===== src/rtl/mem_arbiter_if.sv =====
// Requester, RAM and status bundle between the mem_arbiter and its neighbours.
// Latency: none, this file only groups wires.
// Backpressure: each requester holds its request until its ready pulse.
//
// Ports of the bundle:
//   IF  : if_req, if_addr -> if_rdata, if_ready
//   MEM : mem_req, mem_we, mem_addr, mem_wdata, mem_wstrb -> mem_rdata, mem_ready
//   LD  : ld_req, ld_addr, ld_wdata -> ld_ready
//   RAM : ram_en, ram_we, ram_addr, ram_wdata <- ram_rdata
//   status: gnt_id (0 none, 1 IF, 2 MEM, 3 LD), busy
// The slave modport is the arbiter's view.
// The master modport is the view of the requesters plus the RAM wrapper.
interface mem_arbiter_if #(
    parameter int ADDR_W = 32,
    parameter int RAM_AW = 14
);
    logic              if_req;
    logic [ADDR_W-1:0] if_addr;
    logic [31:0]       if_rdata;
    logic              if_ready;

    logic              mem_req;
    logic              mem_we;
    logic [ADDR_W-1:0] mem_addr;
    logic [31:0]       mem_wdata;
    logic [3:0]        mem_wstrb;
    logic [31:0]       mem_rdata;
    logic              mem_ready;

    logic              ld_req;
    logic [ADDR_W-1:0] ld_addr;
    logic [31:0]       ld_wdata;
    logic              ld_ready;

    logic              ram_en;
    logic [3:0]        ram_we;
    logic [RAM_AW-1:0] ram_addr;
    logic [31:0]       ram_wdata;
    logic [31:0]       ram_rdata;

    logic [1:0]        gnt_id;
    logic              busy;

    modport slave (
        input  if_req, if_addr,
        output if_rdata, if_ready,
        input  mem_req, mem_we, mem_addr, mem_wdata, mem_wstrb,
        output mem_rdata, mem_ready,
        input  ld_req, ld_addr, ld_wdata,
        output ld_ready,
        output ram_en, ram_we, ram_addr, ram_wdata,
        input  ram_rdata,
        output gnt_id, busy
    );

    modport master (
        output if_req, if_addr,
        input  if_rdata, if_ready,
        output mem_req, mem_we, mem_addr, mem_wdata, mem_wstrb,
        input  mem_rdata, mem_ready,
        output ld_req, ld_addr, ld_wdata,
        input  ld_ready,
        input  ram_en, ram_we, ram_addr, ram_wdata,
        output ram_rdata,
        input  gnt_id, busy
    );
endinterface


===== src/rtl/mem_arbiter.sv =====
// Arbitrates one single-ported I/D RAM between the loader (LD), MEM stage and IF.
// Latency from request sampled in IDLE: write ready at +2, read ready at +2+MEM_LAT.
// Backpressure: losers see ready low and stall; one access in flight, one ready pulse each.
//
// Ports: cpuclk, rst (synchronous, active high), bus (mem_arbiter_if.slave).
// bus carries the IF, MEM and LD req/ready handshakes and the RAM port.
// It also carries gnt_id (0 none, 1 IF, 2 MEM, 3 LD) and busy (FSM not in IDLE).
module mem_arbiter #(
    parameter int ADDR_W     = 32,
    parameter int RAM_AW     = 14,
    parameter int MEM_LAT    = 1,
    parameter int STARVE_MAX = 4
) (
    input  logic          cpuclk,
    input  logic          rst,
    mem_arbiter_if.slave  bus
);
    typedef enum logic [1:0] {IDLE, ISSUE, WAIT, RESP} state_t;

    localparam logic [1:0] GNT_NONE = 2'd0;
    localparam logic [1:0] GNT_IF   = 2'd1;
    localparam logic [1:0] GNT_MEM  = 2'd2;
    localparam logic [1:0] GNT_LD   = 2'd3;

    localparam int CNT_W  = $clog2(STARVE_MAX + 1);
    localparam int WAIT_W = 2;

    state_t            state;
    logic [1:0]        gnt_q;
    logic              we_q;
    logic [RAM_AW-1:0] addr_q;
    logic [31:0]       wdata_q;
    logic [WAIT_W-1:0] wait_cnt;
    logic [CNT_W-1:0]  starve_cnt;
    logic              ram_en_q;
    logic [3:0]        ram_we_q;
    logic              if_ready_q;
    logic              mem_ready_q;
    logic              ld_ready_q;
    logic [31:0]       if_rdata_q;
    logic [31:0]       mem_rdata_q;
    logic              busy_q;

    // Winner of the current IDLE sample.
    logic [1:0]        win_id;
    logic              win_we;
    logic [RAM_AW-1:0] win_addr;
    logic [31:0]       win_wdata;
    logic [3:0]        win_wstrb;
    logic              if_starved;

    assign if_starved = bus.if_req && (starve_cnt == CNT_W'(STARVE_MAX));

    always_comb begin
        win_id    = GNT_NONE;
        win_we    = 1'b0;
        win_addr  = '0;
        win_wdata = '0;
        win_wstrb = 4'h0;
        if (bus.ld_req) begin
            win_id    = GNT_LD;
            win_we    = 1'b1;
            win_addr  = bus.ld_addr[RAM_AW+1:2];
            win_wdata = bus.ld_wdata;
            win_wstrb = 4'hF;
        end else if (if_starved) begin
            // IF has lost STARVE_MAX times in a row to MEM: let it through once.
            win_id    = GNT_IF;
            win_addr  = bus.if_addr[RAM_AW+1:2];
        end else if (bus.mem_req) begin
            win_id    = GNT_MEM;
            win_we    = bus.mem_we;
            win_addr  = bus.mem_addr[RAM_AW+1:2];
            win_wdata = bus.mem_wdata;
            win_wstrb = bus.mem_wstrb;
        end else if (bus.if_req) begin
            win_id    = GNT_IF;
            win_addr  = bus.if_addr[RAM_AW+1:2];
        end
    end

    always_ff @(posedge cpuclk) begin
        if (rst) begin
            state       <= IDLE;
            gnt_q       <= GNT_NONE;
            we_q        <= 1'b0;
            wait_cnt    <= '0;
            starve_cnt  <= '0;
            ram_en_q    <= 1'b0;
            ram_we_q    <= 4'h0;
            if_ready_q  <= 1'b0;
            mem_ready_q <= 1'b0;
            ld_ready_q  <= 1'b0;
            if_rdata_q  <= '0;
            mem_rdata_q <= '0;
            busy_q      <= 1'b0;
        end else begin
            case (state)
                IDLE: begin
                    if (win_id != GNT_NONE) begin
                        gnt_q    <= win_id;
                        we_q     <= win_we;
                        addr_q   <= win_addr;
                        wdata_q  <= win_wdata;
                        ram_en_q <= 1'b1;
                        ram_we_q <= win_we ? win_wstrb : 4'h0;
                        busy_q   <= 1'b1;
                        state    <= ISSUE;
                        if (win_id == GNT_IF) begin
                            starve_cnt <= '0;
                        end else if (win_id == GNT_MEM && bus.if_req &&
                                     starve_cnt != CNT_W'(STARVE_MAX)) begin
                            starve_cnt <= starve_cnt + CNT_W'(1);
                        end
                    end
                end
                ISSUE: begin
                    ram_en_q <= 1'b0;
                    ram_we_q <= 4'h0;
                    if (we_q) begin
                        // Writes need no data phase: acknowledge next cycle.
                        mem_ready_q <= (gnt_q == GNT_MEM);
                        ld_ready_q  <= (gnt_q == GNT_LD);
                        state       <= RESP;
                    end else begin
                        wait_cnt <= WAIT_W'(MEM_LAT - 1);
                        state    <= WAIT;
                    end
                end
                WAIT: begin
                    if (wait_cnt == '0) begin
                        if (gnt_q == GNT_IF) begin
                            if_rdata_q <= bus.ram_rdata;
                        end
                        if (gnt_q == GNT_MEM) begin
                            mem_rdata_q <= bus.ram_rdata;
                        end
                        if_ready_q  <= (gnt_q == GNT_IF);
                        mem_ready_q <= (gnt_q == GNT_MEM);
                        state       <= RESP;
                    end else begin
                        wait_cnt <= wait_cnt - WAIT_W'(1);
                    end
                end
                RESP: begin
                    if_ready_q  <= 1'b0;
                    mem_ready_q <= 1'b0;
                    ld_ready_q  <= 1'b0;
                    gnt_q       <= GNT_NONE;
                    busy_q      <= 1'b0;
                    state       <= IDLE;
                end
                default: state <= IDLE;
            endcase
        end
    end

    // The enable is gated with rst so a reset landing in ISSUE cannot touch the RAM.
    assign bus.ram_en    = ram_en_q & ~rst;
    assign bus.ram_we    = ram_we_q & {4{~rst}};
    assign bus.ram_addr  = addr_q;
    assign bus.ram_wdata = wdata_q;

    assign bus.if_rdata  = if_rdata_q;
    assign bus.if_ready  = if_ready_q;
    assign bus.mem_rdata = mem_rdata_q;
    assign bus.mem_ready = mem_ready_q;
    assign bus.ld_ready  = ld_ready_q;
    assign bus.gnt_id    = gnt_q;
    assign bus.busy      = busy_q;

    // Byte offset and bits above the RAM window are not needed for word addressing.
    logic unused_addr_bits;
    assign unused_addr_bits = ^{bus.if_addr[ADDR_W-1:RAM_AW+2],  bus.if_addr[1:0],
                                bus.mem_addr[ADDR_W-1:RAM_AW+2], bus.mem_addr[1:0],
                                bus.ld_addr[ADDR_W-1:RAM_AW+2],  bus.ld_addr[1:0]};
endmodule

===== src/flat_wrapper.sv =====
// flat-port wrapper written by rule: the top's interface ports become plain ports
module mem_arbiter_flat 
#(
    parameter int ADDR_W     = 32,
    parameter int RAM_AW     = 14,
    parameter int MEM_LAT    = 1,
    parameter int STARVE_MAX = 4
)
  (cpuclk, rst, bus_if_req, bus_if_addr, bus_if_rdata, bus_if_ready, bus_mem_req, bus_mem_we, bus_mem_addr, bus_mem_wdata, bus_mem_wstrb, bus_mem_rdata, bus_mem_ready, bus_ld_req, bus_ld_addr, bus_ld_wdata, bus_ld_ready, bus_ram_en, bus_ram_we, bus_ram_addr, bus_ram_wdata, bus_ram_rdata, bus_gnt_id, bus_busy);
  mem_arbiter_if #(.ADDR_W(ADDR_W), .RAM_AW(RAM_AW)) bus_i ();
  input  logic cpuclk;
  input  logic rst;
  input wire logic [$bits(bus_i.if_req)-1:0] bus_if_req;
  input wire logic [$bits(bus_i.if_addr)-1:0] bus_if_addr;
  output wire logic [$bits(bus_i.if_rdata)-1:0] bus_if_rdata;
  output wire logic [$bits(bus_i.if_ready)-1:0] bus_if_ready;
  input wire logic [$bits(bus_i.mem_req)-1:0] bus_mem_req;
  input wire logic [$bits(bus_i.mem_we)-1:0] bus_mem_we;
  input wire logic [$bits(bus_i.mem_addr)-1:0] bus_mem_addr;
  input wire logic [$bits(bus_i.mem_wdata)-1:0] bus_mem_wdata;
  input wire logic [$bits(bus_i.mem_wstrb)-1:0] bus_mem_wstrb;
  output wire logic [$bits(bus_i.mem_rdata)-1:0] bus_mem_rdata;
  output wire logic [$bits(bus_i.mem_ready)-1:0] bus_mem_ready;
  input wire logic [$bits(bus_i.ld_req)-1:0] bus_ld_req;
  input wire logic [$bits(bus_i.ld_addr)-1:0] bus_ld_addr;
  input wire logic [$bits(bus_i.ld_wdata)-1:0] bus_ld_wdata;
  output wire logic [$bits(bus_i.ld_ready)-1:0] bus_ld_ready;
  output wire logic [$bits(bus_i.ram_en)-1:0] bus_ram_en;
  output wire logic [$bits(bus_i.ram_we)-1:0] bus_ram_we;
  output wire logic [$bits(bus_i.ram_addr)-1:0] bus_ram_addr;
  output wire logic [$bits(bus_i.ram_wdata)-1:0] bus_ram_wdata;
  input wire logic [$bits(bus_i.ram_rdata)-1:0] bus_ram_rdata;
  output wire logic [$bits(bus_i.gnt_id)-1:0] bus_gnt_id;
  output wire logic [$bits(bus_i.busy)-1:0] bus_busy;
  assign bus_i.if_req = bus_if_req;
  assign bus_i.if_addr = bus_if_addr;
  assign bus_if_rdata = bus_i.if_rdata;
  assign bus_if_ready = bus_i.if_ready;
  assign bus_i.mem_req = bus_mem_req;
  assign bus_i.mem_we = bus_mem_we;
  assign bus_i.mem_addr = bus_mem_addr;
  assign bus_i.mem_wdata = bus_mem_wdata;
  assign bus_i.mem_wstrb = bus_mem_wstrb;
  assign bus_mem_rdata = bus_i.mem_rdata;
  assign bus_mem_ready = bus_i.mem_ready;
  assign bus_i.ld_req = bus_ld_req;
  assign bus_i.ld_addr = bus_ld_addr;
  assign bus_i.ld_wdata = bus_ld_wdata;
  assign bus_ld_ready = bus_i.ld_ready;
  assign bus_ram_en = bus_i.ram_en;
  assign bus_ram_we = bus_i.ram_we;
  assign bus_ram_addr = bus_i.ram_addr;
  assign bus_ram_wdata = bus_i.ram_wdata;
  assign bus_i.ram_rdata = bus_ram_rdata;
  assign bus_gnt_id = bus_i.gnt_id;
  assign bus_busy = bus_i.busy;
  mem_arbiter #(.ADDR_W(ADDR_W), .RAM_AW(RAM_AW), .MEM_LAT(MEM_LAT), .STARVE_MAX(STARVE_MAX)) u_core (.cpuclk(cpuclk), .rst(rst), .bus(bus_i));
endmodule

===== config.mk =====
export PLATFORM = sky130hd
export DESIGN_NAME = mem_arbiter_flat
export DESIGN_NICKNAME = d
export VERILOG_FILES = /design/src/rtl/mem_arbiter_if.sv /design/src/rtl/mem_arbiter.sv /design/src/flat_wrapper.sv
export SDC_FILE = /design/constraint.sdc
export NUM_CORES = 1
export LEC_CHECK = 0
export CAP_MARGIN = 20
export CORE_AREA = 2 2 126 128
export CTS_BUF_LIST = sky130_fd_sc_hd__clkbuf_4
export DETAILED_ROUTE_END_ITERATION = 7
export DIE_AREA = 0 0 128 130
export HOLD_SLACK_MARGIN = 0.06
export PLACE_DENSITY = 0.85
export SLEW_MARGIN = 20
export SYNTH_ARGS = -nofsm -noshare
export SYNTH_HDL_FRONTEND = slang
export SYNTH_SLANG_ARGS = --single-unit

===== constraint.sdc =====
create_clock -name cpuclk -period 6.3 [get_ports cpuclk]
set_clock_uncertainty 0.05 [all_clocks]
set_input_delay 0.63 -clock cpuclk [delete_from_list [all_inputs] [get_ports cpuclk]]
set_output_delay 0.63 -clock cpuclk [all_outputs]
set_load 0.02 [all_outputs]

# ---- Word level (Yosys, flattened, before mapping)
# Cells that the tools add are included.
dict set report totals {
  in_bits 202
  register_bits 129
  out_inout_bits 121
}
dict set report op_classes {
  n_bitwise 3
  n_eq_ne 15
  n_reduce_logical 25
  n_mux 41
  n_addsub 2
}
# operator count
set ops {}
lappend ops {{2-to-1 mux 32 bit} 3}
lappend ops {{2-to-1 mux 14 bit} 4}
lappend ops {{2-to-1 mux 4 bit} 5}
lappend ops {{AND reduction 3 bit} 6}
lappend ops {{2-to-1 mux 2 bit} 8}
lappend ops {{nonzero test 2 bit} 7}
lappend ops {{AND reduction 2 bit} 6}
lappend ops {{== test 2 bit, second input constant} 5}
lappend ops {{2-to-1 mux 1 bit} 10}
lappend ops {{case mux 1 bit (2 select lines)} 4}
lappend ops {{case mux 2 bit (2 select lines)} 2}
lappend ops {{case mux 2 bit (4 select lines)} 1}
lappend ops {{case mux 4 bit (2 select lines)} 1}
lappend ops {{== test 2 x 1 -> 1 bit, second input constant} 3}
lappend ops {{2-to-1 mux 3 bit} 2}
lappend ops {{inequality test 2 x 1 -> 1 bit, second input constant} 3}
lappend ops {{bitwise AND 4 bit} 1}
lappend ops {{logical NOT 2 bit} 2}
lappend ops {{inequality test 2 bit, second input constant} 2}
lappend ops {{adder 3 x 1 -> 3 bit, second input constant} 1}
lappend ops {{== test 3 bit, second input constant} 1}
lappend ops {{logical AND 1 bit} 3}
lappend ops {{inequality test 3 bit, second input constant} 1}
lappend ops {{case mux 1 bit (3 select lines)} 1}
lappend ops {{4 further kinds} 4}

# ---- Longest topological paths before layout
# Gate-level depths: netlist (run 1).
dict set report depth {
  word_depth 9
  ltp_mapped 7
  mapped_depth_nobuf 5
}

# ---- Worst setup path before layout (run 1)
# Ideal clock, no wire load.
dict set report synth_path {
  kind {input to register}
  from {input rst}
  to {register u_core.addr_q[0] (netlist: u_core.bus.ram_addr[0]), enable pin}
  slack_ps 1322
  t_arrival_ps 4412
  n_path_buf 2
  required_ps 5734
  cell_stages 3
  path_cell_list {clkbuf_1 clkbuf_1 nor3b_1}
}
dict set report synth_via {
  elab_chain_cells 2
}
# item line
set synth_rtl {}
lappend synth_rtl {{start: declaration} flat_wrapper.sv:12} ;# input logic rst;
lappend synth_rtl {{inverter 1 bit} --}
lappend synth_rtl {{AND reduction 3 bit (no source line)} --}
lappend synth_rtl {{end signal: assignment} mem_arbiter.sv:103} ;# addr_q <= win_addr;
lappend synth_rtl {{end: declaration} mem_arbiter.sv:31} ;# logic [RAM_AW-1:0] addr_q;
# No other way between the ends.
# A chain may end at the register's enable or synchronous reset.

# ---- Final worst setup path (run 1)
dict set report layout_path {
  from {input rst}
  to {output bus_ram_en}
}
dict set report layout_via {
  elab_chain_cells 2
}
# item line
set layout_rtl {}
lappend layout_rtl {{inverter 1 bit} mem_arbiter.sv:159} ;# assign bus.ram_en = ram_en_q & ~rst;
lappend layout_rtl {{bitwise AND 1 bit} mem_arbiter.sv:159}
lappend layout_rtl {{end: declaration} flat_wrapper.sv:28} ;# output wire logic [$bits(bus_i.ram_en)-1:0] bus_ram_en;
# No other way between the ends.

==> results of run 1 <==
==> routing by layer <==
layer / GRT usage [%] / part of all wire (%) / vias up
li1: - / - / 2669
met1: 22.78 / 40 / 2475
met2: 34.54 / 48 / 216
met3: 9.471 / 10 / 23
met4: 7.046 / 2.0 / 0
met5: 0 / 0 / -
==> registers in the layout, summed over array words and instances (netlist names) <==
register              count
u_core.ram_we_q           4
u_core.bus.mem_ready      1
u_core.bus.if_ready       1
u_core.bus.ram_wdata     32
u_core.wait_cnt           2
u_core.we_q               1
u_core.bus.if_rdata      32
u_core.bus.mem_rdata     32
u_core.bus.ram_addr      14
u_core.starve_cnt         3
u_core.bus.gnt_id         2
u_core.state              2
u_core.bus.busy           1
u_core.bus.ld_ready       1
u_core.ram_en_q           1
==> Yosys cell counts (3+ instances only) <==
cell type	number
nand2_1	180
nand3_1	62
nor3_1	3
ha_1	8
or3_1	6
clkbuf_1	28
nor2b_1	5
edfxtp_1	46
nor2_1	8
inv_1	13
o32ai_1	4
nand2b_1	3
buf_2	17
o211ai_1	15
buf_1	4
o21ai_0	39
dfxtp_1	83
a31oi_1	4
a21oi_1	77
==> metrics by stage <==
step | setup slack (ns) | total power, uW | std cells | util, % | hold WS (ns)
2_1_floorplan | 1.322 | 1422 | 631 | - | 0.3986
3_3_place_gp | 3.187 | 1747 | 1047 | 53.49 | 0.3904
3_5_place_dp | 3.508 | 1765 | 1049 | 53.67 | 0.3958
4_1_cts | 3.504 | 2318 | 1080 | 55.36 | 0.4126
5_1_grt | 3.411 | 2420 | 1080 | 55.36 | 0.4241
6_report | 3.505 | 2283 | 1080 | 55.36 | 0.4104
==> tightest hold or removal path: cells and delay by family (launching register included) <==
family / cells / cell delay [ns]
AND/OR/NAND/NOR: 1 / 0.05
AO/OA/AOI/OAI: 1 / 0.05
flip-flops: 1 / 0.33
==> report_power, final <==
part | internal (uW) | switching [uW]
Combinational | 330 | 376
Sequential | 991 | 47.4
Clock | 206 | 333
Total | 1530 | 757
==> final timing paths <==
path | depth (start not counted) | start | endpoint | slack, ns
max | 4 | rst | bus_ram_en | 3.50
min | 2 | u_core.bus.if_rdata[23] | u_core.bus.if_rdata[23] | 0.41
max reg2reg | 6 | u_core.state[0] | u_core.bus.if_rdata[28] | 4.04
min reg2reg | 2 | u_core.bus.if_rdata[23] | u_core.bus.if_rdata[23] | 0.41
==> final cells by class <==
type                    count  area (um^2)  share of cell area [%]
clock buffers              18        135.1                   1.582
clock inverters            13        126.4                   1.480
inverters                  13        48.80                  0.5714
multi-input cells         439         2206                   25.83
flip-flops and latches    129         3043                   35.63
well taps                 192        240.2                   2.813
repair buffers            276         2740                   32.09
==> logic make-up (layout without fill, tap and decap cells) <==
family	count (synthesis)	after routing	share of synthesized area, %
buffers and inverters	63	320	4.754
AO/OA/AOI/OAI	149	149	15.29
flip-flops	129	129	55.32
AND/OR/NAND/NOR	282	282	22.82
adder cells (fa/ha/maj)	8	8	1.820
==> results.ini, run 1 <==
[yosys]
synthCells=631
synthArstFlopShare_pct=0
yosys-top-cells-area=dfxtp_1 30%, edfxtp_1 25%, nand2_1 12%
ys_seq_area_share_pct=55.32
yosys_warnings=0
synth_top_cell_area_share_pct=30.21
synth_flop_cell=dfxtp_1
synth_cell_types=39
synth_seq_cells=129
synthesis.nets=841
synth_area_um2=5500
synth-edff-count=46
avgSynthCellArea_um2=8.717
yosysTopAreaCell=dfxtp_1

[clocking]
post_cts.repair.setup_buffers=0
ctsResizeCount=0
clockRootBuffer=clkbuf_4
cts-hold-fix-buffers=0
clkSinkCount=129
clock_path_buffers=2
cts_max_level=4
cts_buffers=17
clk-insertion-delay-late_ns=0.52
clk_pin_slew_worst_paths_ns=0.11
cts_tree=yes

[power_and_ir_drop]
p_leak_uw=0.002943
ir_drop_v=0.0001605
power.density_nw_per_um2=267.3

[setup_path]
crit_family=buffers and inverters
end_kind=primary output
cp.arrival_ns=2.12
critical_path_class=input pin to primary output
worstPathCellList=buf_2 > nand2b_1 > inv_1 > clkdlybuf4s50_1
critPathLaunchType=input pin
cpPeakStageDelay_ns=0.65
cp.required_ns=5.62
path_buf_inv=3
crit_path_top_delay_cell=buf_2
crit_path_max_fanout=48

[final_layout]
final_layout_size_suffix_gt1_share_pct=5.743
layout_common_cells=265 x clkdlybuf4s50_1, 180 x nand2_1, 83 x dfxtp_1, 77 x a21oi_1, 61 x nand3_1
final_area_um2=8539
final_common_cell=clkdlybuf4s50_1
syn2layout_area_growth_pct=55.25
fin_nets=1086
fillers=1362
num_antenna_cells=0

[global_route]
antenna_found_initial=0
grt_pass1_wl_um=26380
grt_start_max_net_pins=93
grt.overflow.total=0
grt_usage_pct=20.39
grt_pass1_vias=5146

[die]
die_h_um=130
dieArea_um2=16640
ioPinCount=323
initial_core_util_pct=35.66
std_cell_rows=46
die_w_um=128
core_um2=15420

[placement]
place.gp.congestion=0.7945
placed_area_um2=8278
io_buffers=268
hpwl_um=12130

[detailed_routing]
routed_wl_um=17210
detail-route-antenna-nets=0
vias_per_cell=4.984
vias=5383
drtPass1Iterations=4
drcViolationCount=0
wl_per_cell_um=15.93
drtIter0Drc=256

[sta]
rsz0062_at_grt=false
slew_headroom_pct=41.05
clock.fmax_mhz=357.7
setup_tns_ns=0
hold_viol=0
report.final.slew_viol_count=0
period_needed_ns=2.795
setup_viol=0
final.period_utilization_pct=44.37
worst-slew-pin-transition_ns=0.8842

[run]
maxCapViolCount=0

[run_status]
status=complete, no violations

[worst_hold_path]
min_path_type=flop to flop

Note: power is estimated with default switching activity, not from simulation.
==> run 2: changes to the inputs <==
==> constraint.sdc (replaced) <==
create_clock -name cpuclk -period 2.7 [get_ports cpuclk]
set_clock_uncertainty 0.05 [all_clocks]
set_input_delay 0.27 -clock cpuclk [delete_from_list [all_inputs] [get_ports cpuclk]]
set_output_delay 0.27 -clock cpuclk [all_outputs]
set_load 0.02 [all_outputs]
==> run 2 against run 1 <==
Compared with the run above: clock power rose to 2.9 times the previous value; largest cell class unchanged; clock-buffer cell count increased by 1; cell area is 1.4% higher; critical endpoint unchanged; setup slack worse by 3.0 ns; critical path depth is 1 higher; die area stayed put; register-to-register slack worse by 3.3 ns.
==> results.ini, run 2 (synthesis gave the netlist of run 1 again) <==
[run_status]
status=complete, no violations

[global_route]
grt_start_max_net_pins=96  ; +3.2%
grt_pass1_wl_um=26700  ; +1.2%
grt_usage_pct=20.64  ; +0.25 points
grt_pass1_vias=5282  ; +2.6%
grt.overflow.total=0  ; unchanged
antenna_found_initial=0  ; unchanged

[setup_path]
crit_path_top_delay_cell=clkdlybuf4s50_1
critPathLaunchType=input pin
critical_path_class=input pin to primary output
worstPathCellList=dlygate4sd3_1 > buf_2 > nand2b_1 > inv_1 > clkdlybuf4s50_1
cp.required_ns=2.38  ; -3.24 ns
crit_family=buffers and inverters
end_kind=primary output
path_buf_inv=4  ; +1
cpPeakStageDelay_ns=0.61  ; -0.04 ns
cp.arrival_ns=1.91  ; -0.21 ns
crit_path_max_fanout=18  ; -63%

[clocking]
clkSinkCount=129  ; unchanged
post_cts.repair.setup_buffers=0  ; unchanged
cts-hold-fix-buffers=1  ; +1
cts_max_level=4  ; unchanged
ctsResizeCount=0  ; unchanged
clk_pin_slew_worst_paths_ns=0.12  ; about the same
cts_buffers=17  ; unchanged
clockRootBuffer=clkbuf_4
clock_path_buffers=2  ; unchanged
cts_tree=yes
clk-insertion-delay-late_ns=0.51  ; about the same

[sta]
worst_slack_ns=0.4696  ; -3.035 ns
rsz0062_at_grt=false
clock.fmax_mhz=448.4
period_needed_ns=2.230
worst-slew-pin-transition_ns=0.7491  ; -0.1351 ns
slew_headroom_pct=50.06  ; +9.0 points
hold_viol=0  ; unchanged
final.period_utilization_pct=82.61
report.final.slew_viol_count=0  ; unchanged
setup_tns_ns=0  ; unchanged
setup_viol=0  ; unchanged

[power_and_ir_drop]
ir_drop_v=0.0004733  ; +190%
power_uw=5656  ; +150%
swShare_pct=31.35  ; -1.8 points
p_comb_share_pct=29.5  ; -1.4 points
p_int_uw=3883  ; +150%
seq_power_share_pct=42.8  ; -2.7 points
clock_power_share_pct=27.6  ; +4.0 points
p_leak_uw=0.002999  ; +1.9%
p_switching_uw=1773  ; +130%
power.density_nw_per_um2=653.4  ; +140%

[final_layout]
multi_input_area_um2=2212  ; +0.28%
syn2layout_area_growth_pct=57.37
fin_cells=1083  ; +0.28%
regArea_um2=3043  ; unchanged
final_layout_size_suffix_gt1_share_pct=5.948  ; +0.21 points
fin_nets=1088  ; +0.18%
layout_common_cells=265 x clkdlybuf4s50_1, 180 x nand2_1, 83 x dfxtp_1, 77 x a21oi_1, 61 x nand3_1
final_common_cell=clkdlybuf4s50_1
fillers=1371  ; +0.66%
num_antenna_cells=0  ; unchanged

[detailed_routing]
vias=5386  ; +0.056%
routed_wl_um=17280  ; +0.40%
vias_per_cell=4.973  ; -0.22%
drcViolationCount=0  ; unchanged
drtPass1Iterations=5  ; +1
wl_per_cell_um=15.95  ; +0.12%
detail-route-antenna-nets=0  ; unchanged
drtIter0Drc=358  ; +40%

[die]
die_w_um=128  ; unchanged
die_h_um=130  ; unchanged
initial_core_util_pct=35.66  ; unchanged
std_cell_rows=46  ; unchanged
core_um2=15420  ; unchanged
ioPinCount=323  ; unchanged
dieArea_um2=16640  ; unchanged

[run]
maxCapViolCount=0  ; unchanged

[placement]
place_inst=1050  ; +0.095%
io_buffers=268  ; unchanged
hpwl_um=12130  ; about the same
place.gp.congestion=0.8292  ; +4.4%
dp_slack_ns=0.5179  ; -2.991 ns

[worst_hold_path]
min_path_type=input pin to flop

==> run 2: cell types whose count changed in the layout (fill, tap and decap cells not counted), sizes merged <==
cell,change
bufinv,+3
clkbuf,+1
clkinvlp,-2
clkinv,-1
dlygate4sd3,+1
buf,+1
==> run 2: worst reg2reg max path, stage by stage, from the launching register on <==
cell      delay [ns]
dfxtp_1         0.40
inv_1           0.06
ha_1            0.23
nand3_2         0.17
buf_4           0.46
nand3_1         0.16
o211ai_1        0.26
==> run 2: area by class of cell <==
cell class	count	area share [%]
flip-flops and latches	129	35.15
repair buffers	278	32.00
multi-input cells	439	25.56
well taps	192	2.775
clock inverters	13	2.298
clock buffers	19	1.648
inverters	13	0.5637
==> run 2: worst paths after layout <==
kind | start | end | slack, ns | cells past startpoint
setup / recovery | rst | bus_ram_en | 0.47 | 5
hold / removal | bus_ld_req | u_core.bus.gnt_id[0] | 0.14 | 3
hold reg to reg | u_core.bus.if_rdata[26] | u_core.bus.if_rdata[26] | 0.41 | 2
setup reg to reg | u_core.starve_cnt[0] | u_core.bus.ram_addr[2] | 0.74 | 6
==> run 2: routing by layer <==
layer | GRT usage (%) | vias up | wire length, um
li1 | - | 2673 | -
met4 | 6.529 | 0 | 246
met5 | 0 | - | 0
met3 | 9.020 | 17 | 1978
met2 | 35.92 | 230 | 8307
met1 | 22.86 | 2466 | 6742
==> run 2: through the flow <==
step                utilization [%]  instance area (um^2)  hold WS (ns)
floorplan                         -                  5512        0.3560
global route                  56.12                  8656       0.08440
global placement              53.84                  8304        0.3903
detailed placement            53.84                  8304        0.3955
CTS                           56.12                  8656       0.07331
finish                        56.12                  8656        0.1415
==> run 2: power groups by stage <==
stage | logic, uW | clock network [uW] | registers (uW)
finish | 1670 | 1560 | 2420
global route | 1810 | 1710 | 2450
CTS | 1690 | 1620 | 2430
detailed placement | 1680 | 0 | 2470
global placement | 1660 | 0 | 2460
floorplan | 599 | 0 | 2720
==> run 3: changes to the inputs <==
==> constraint.sdc (replaced) <==
create_clock -name cpuclk -period 2.2 [get_ports cpuclk]
set_clock_uncertainty 0.05 [all_clocks]
set_input_delay 0.22 -clock cpuclk [delete_from_list [all_inputs] [get_ports cpuclk]]
set_output_delay 0.22 -clock cpuclk [all_outputs]
set_load 0.02 [all_outputs]
==> run 3 against run 2 <==
Compared with the run above: wire length rose by 4.3%; clock-buffer cell count shrank 2; critical path depth down 1; flip-flop and latch count unchanged; sequential power rose by 24%; register-to-register slack got worse by 0.33 ns; setup slack got worse by 0.35 ns; power increased by 20%; core utilization rose by 0.43 points; largest cell class unchanged.
==> results.ini, run 3 (synthesis gave the netlist of run 1 again) <==
[run_status]
status=complete, no violations

[power_and_ir_drop]
power.density_nw_per_um2=781.2  ; +20%
power_uw=6814  ; +20%
clock_power_share_pct=25.0  ; -2.6 points
swShare_pct=32.94  ; +1.6 points
p_comb_share_pct=31.2  ; +1.7 points
p_leak_uw=0.003036  ; +1.2%
p_int_uw=4569  ; +18%
ir_drop_v=0.0004244  ; -10%
p_switching_uw=2244  ; +27%
seq_power_share_pct=43.9  ; +1.1 points

[sta]
setup_tns_ns=0  ; unchanged
final.period_utilization_pct=94.56
worst-slew-pin-transition_ns=0.5682  ; -0.1808 ns
rsz0062_at_grt=false
slew_headroom_pct=62.12  ; +12 points
setup_viol=0  ; unchanged
clock.fmax_mhz=480.7
hold_viol=0  ; unchanged
report.final.slew_viol_count=0  ; unchanged
period_needed_ns=2.080

[placement]
place_inst=1054  ; +0.38%
io_buffers=268  ; unchanged
hpwl_um=12850  ; +5.9%
place.gp.congestion=0.8379  ; +1.0%
placed_area_um2=8399  ; +1.1%

[detailed_routing]
routed_wl_um=18020  ; +4.3%
drtPass1Iterations=5  ; unchanged
routed-wl-met3_um=1718  ; -13%
vias=5518  ; +2.5%
dr.max_layer_used=met4
vias_per_cell=5.072  ; +2.0%
wl_per_cell_um=16.56  ; +3.8%
detail-route-antenna-nets=0  ; unchanged
drtIter0Drc=294  ; -18%
drcViolationCount=0  ; unchanged
met2_length_um=8934  ; +7.5%
drt-met1-wl_um=7032  ; +4.3%

[die]
dieArea_um2=16640  ; unchanged
die_h_um=130  ; unchanged
core_um2=15420  ; unchanged
std_cell_rows=46  ; unchanged
ioPinCount=323  ; unchanged
initial_core_util_pct=35.66  ; unchanged
die_w_um=128  ; unchanged

[clocking]
clkSinkCount=129  ; unchanged
clock_path_buffers=2  ; unchanged
clk-insertion-delay-late_ns=0.52  ; about the same
clk_pin_slew_worst_paths_ns=0.12  ; about the same
clockRootBuffer=clkbuf_4
cts_tree=yes
cts_buffers=17  ; unchanged
cts_max_level=4  ; unchanged
post_cts.repair.setup_buffers=0  ; unchanged

[worst_hold_path]
whs_path_depth=4  ; +1
min_path_type=input pin to flop
hp-start=bus_mem_req
holdPathEnd=u_core.starve_cnt[2]

[final_layout]
fin_cells=1088  ; +0.46%
utilization_pct=56.55  ; +0.43 points
fin_nets=1093  ; +0.46%
final_common_cell=clkdlybuf4s50_1
layout_common_cells=264 x clkdlybuf4s50_1, 180 x nand2_1, 81 x dfxtp_1, 77 x a21oi_1, 61 x nand3_1
multi_input_area_um2=2225  ; +0.57%
syn2layout_area_growth_pct=58.58
num_antenna_cells=0  ; unchanged
final_area_um2=8722  ; +0.77%
regArea_um2=3045  ; about the same
fillers=1340  ; -2.3%
final_layout_size_suffix_gt1_share_pct=6.808  ; +0.86 points

[setup_path]
cp.arrival_ns=1.81  ; -0.10 ns
critical_path_class=input pin to primary output
crit_path_max_fanout=17  ; -1
reg2reg_to=u_core.starve_cnt[1]
cp.required_ns=1.93  ; -0.45 ns
r2r_start=u_core.starve_cnt[0]
r2r_cells=5  ; -1
end_kind=primary output
r2r_slack_ns=0.41  ; -0.33 ns
critPathLaunchType=input pin

[global_route]
grt_start_max_net_pins=93  ; -3.1%
antenna_found_initial=0  ; unchanged
grt_usage_pct=21.08  ; +0.45 points
grt_pass1_vias=5402  ; +2.3%
grt_pass1_wl_um=27120  ; +1.6%
grt.overflow.total=0  ; unchanged

[run]
maxCapViolCount=0  ; unchanged

## run 3: area by class of cell
cell class | count | area share [%]
clock buffer | 17 | 1.463
clock inverter | 15 | 1.980
inverter | 13 | 0.5595
multi-input combinational | 439 | 25.51
sequential | 129 | 34.92
tap | 192 | 2.754
timing repair buffer | 283 | 32.82
## run 3: worst max-delay path by stage
stage | from | end | slack, ns
finish | rst | bus_ram_we[3] | 0.12
global placement | bus_if_req | u_core.bus.ram_wdata[30] | 0.27
global route | rst | bus_ram_we[3] | 0.05
CTS | rst | bus_ram_en | 0.06
floorplan | u_core.state[1] | u_core.bus.ram_addr[0] | -0.06
detailed placement | bus_if_req | u_core.bus.ram_wdata[20] | 0.22
## run 3: per-stage QoR
| step | hold WS (ns) | setup WS, ns |
|---|---|---|
| final | 0.1495 | 0.1198 |
| after global routing | 0.1150 | 0.04815 |
| after CTS | 0.09056 | 0.05719 |
| after detailed placement | 0.3958 | 0.2222 |
| after global placement | 0.3902 | 0.2687 |
| after floorplan | 0.3060 | -0.06452 |
## run 3: repair_timing
action,in CTS,in global routing
endpoints found under the hold margin,8,0
hold buffers,2,0
endpoints found under the setup margin,0,1
gates resized for setup,0,1
## run 3: power groups by stage
stage	Sequential (uW)	Combinational [uW]	Clock, uW
floorplan	3340	760	0
global placement	3030	2090	0
detailed placement	3040	2120	0
CTS	2990	2140	1760
global route	3020	2300	1870
finish	2990	2130	1700
## run 3: worst max-delay path: stages
cell,delay (ns)
dlygate4sd3_1,0.53
buf_2,0.23
nor2_1,0.19
clkdlybuf4s50_1,0.63
## run 3: per-layer routing
| layer | track usage (%) | up-vias |
|---|---|---|
| met5 | 0 | - |
| li1 | - | 2687 |
| met2 | 37.21 | 254 |
| met3 | 8.405 | 24 |
| met1 | 22.90 | 2553 |
| met4 | 8.016 | 0 |
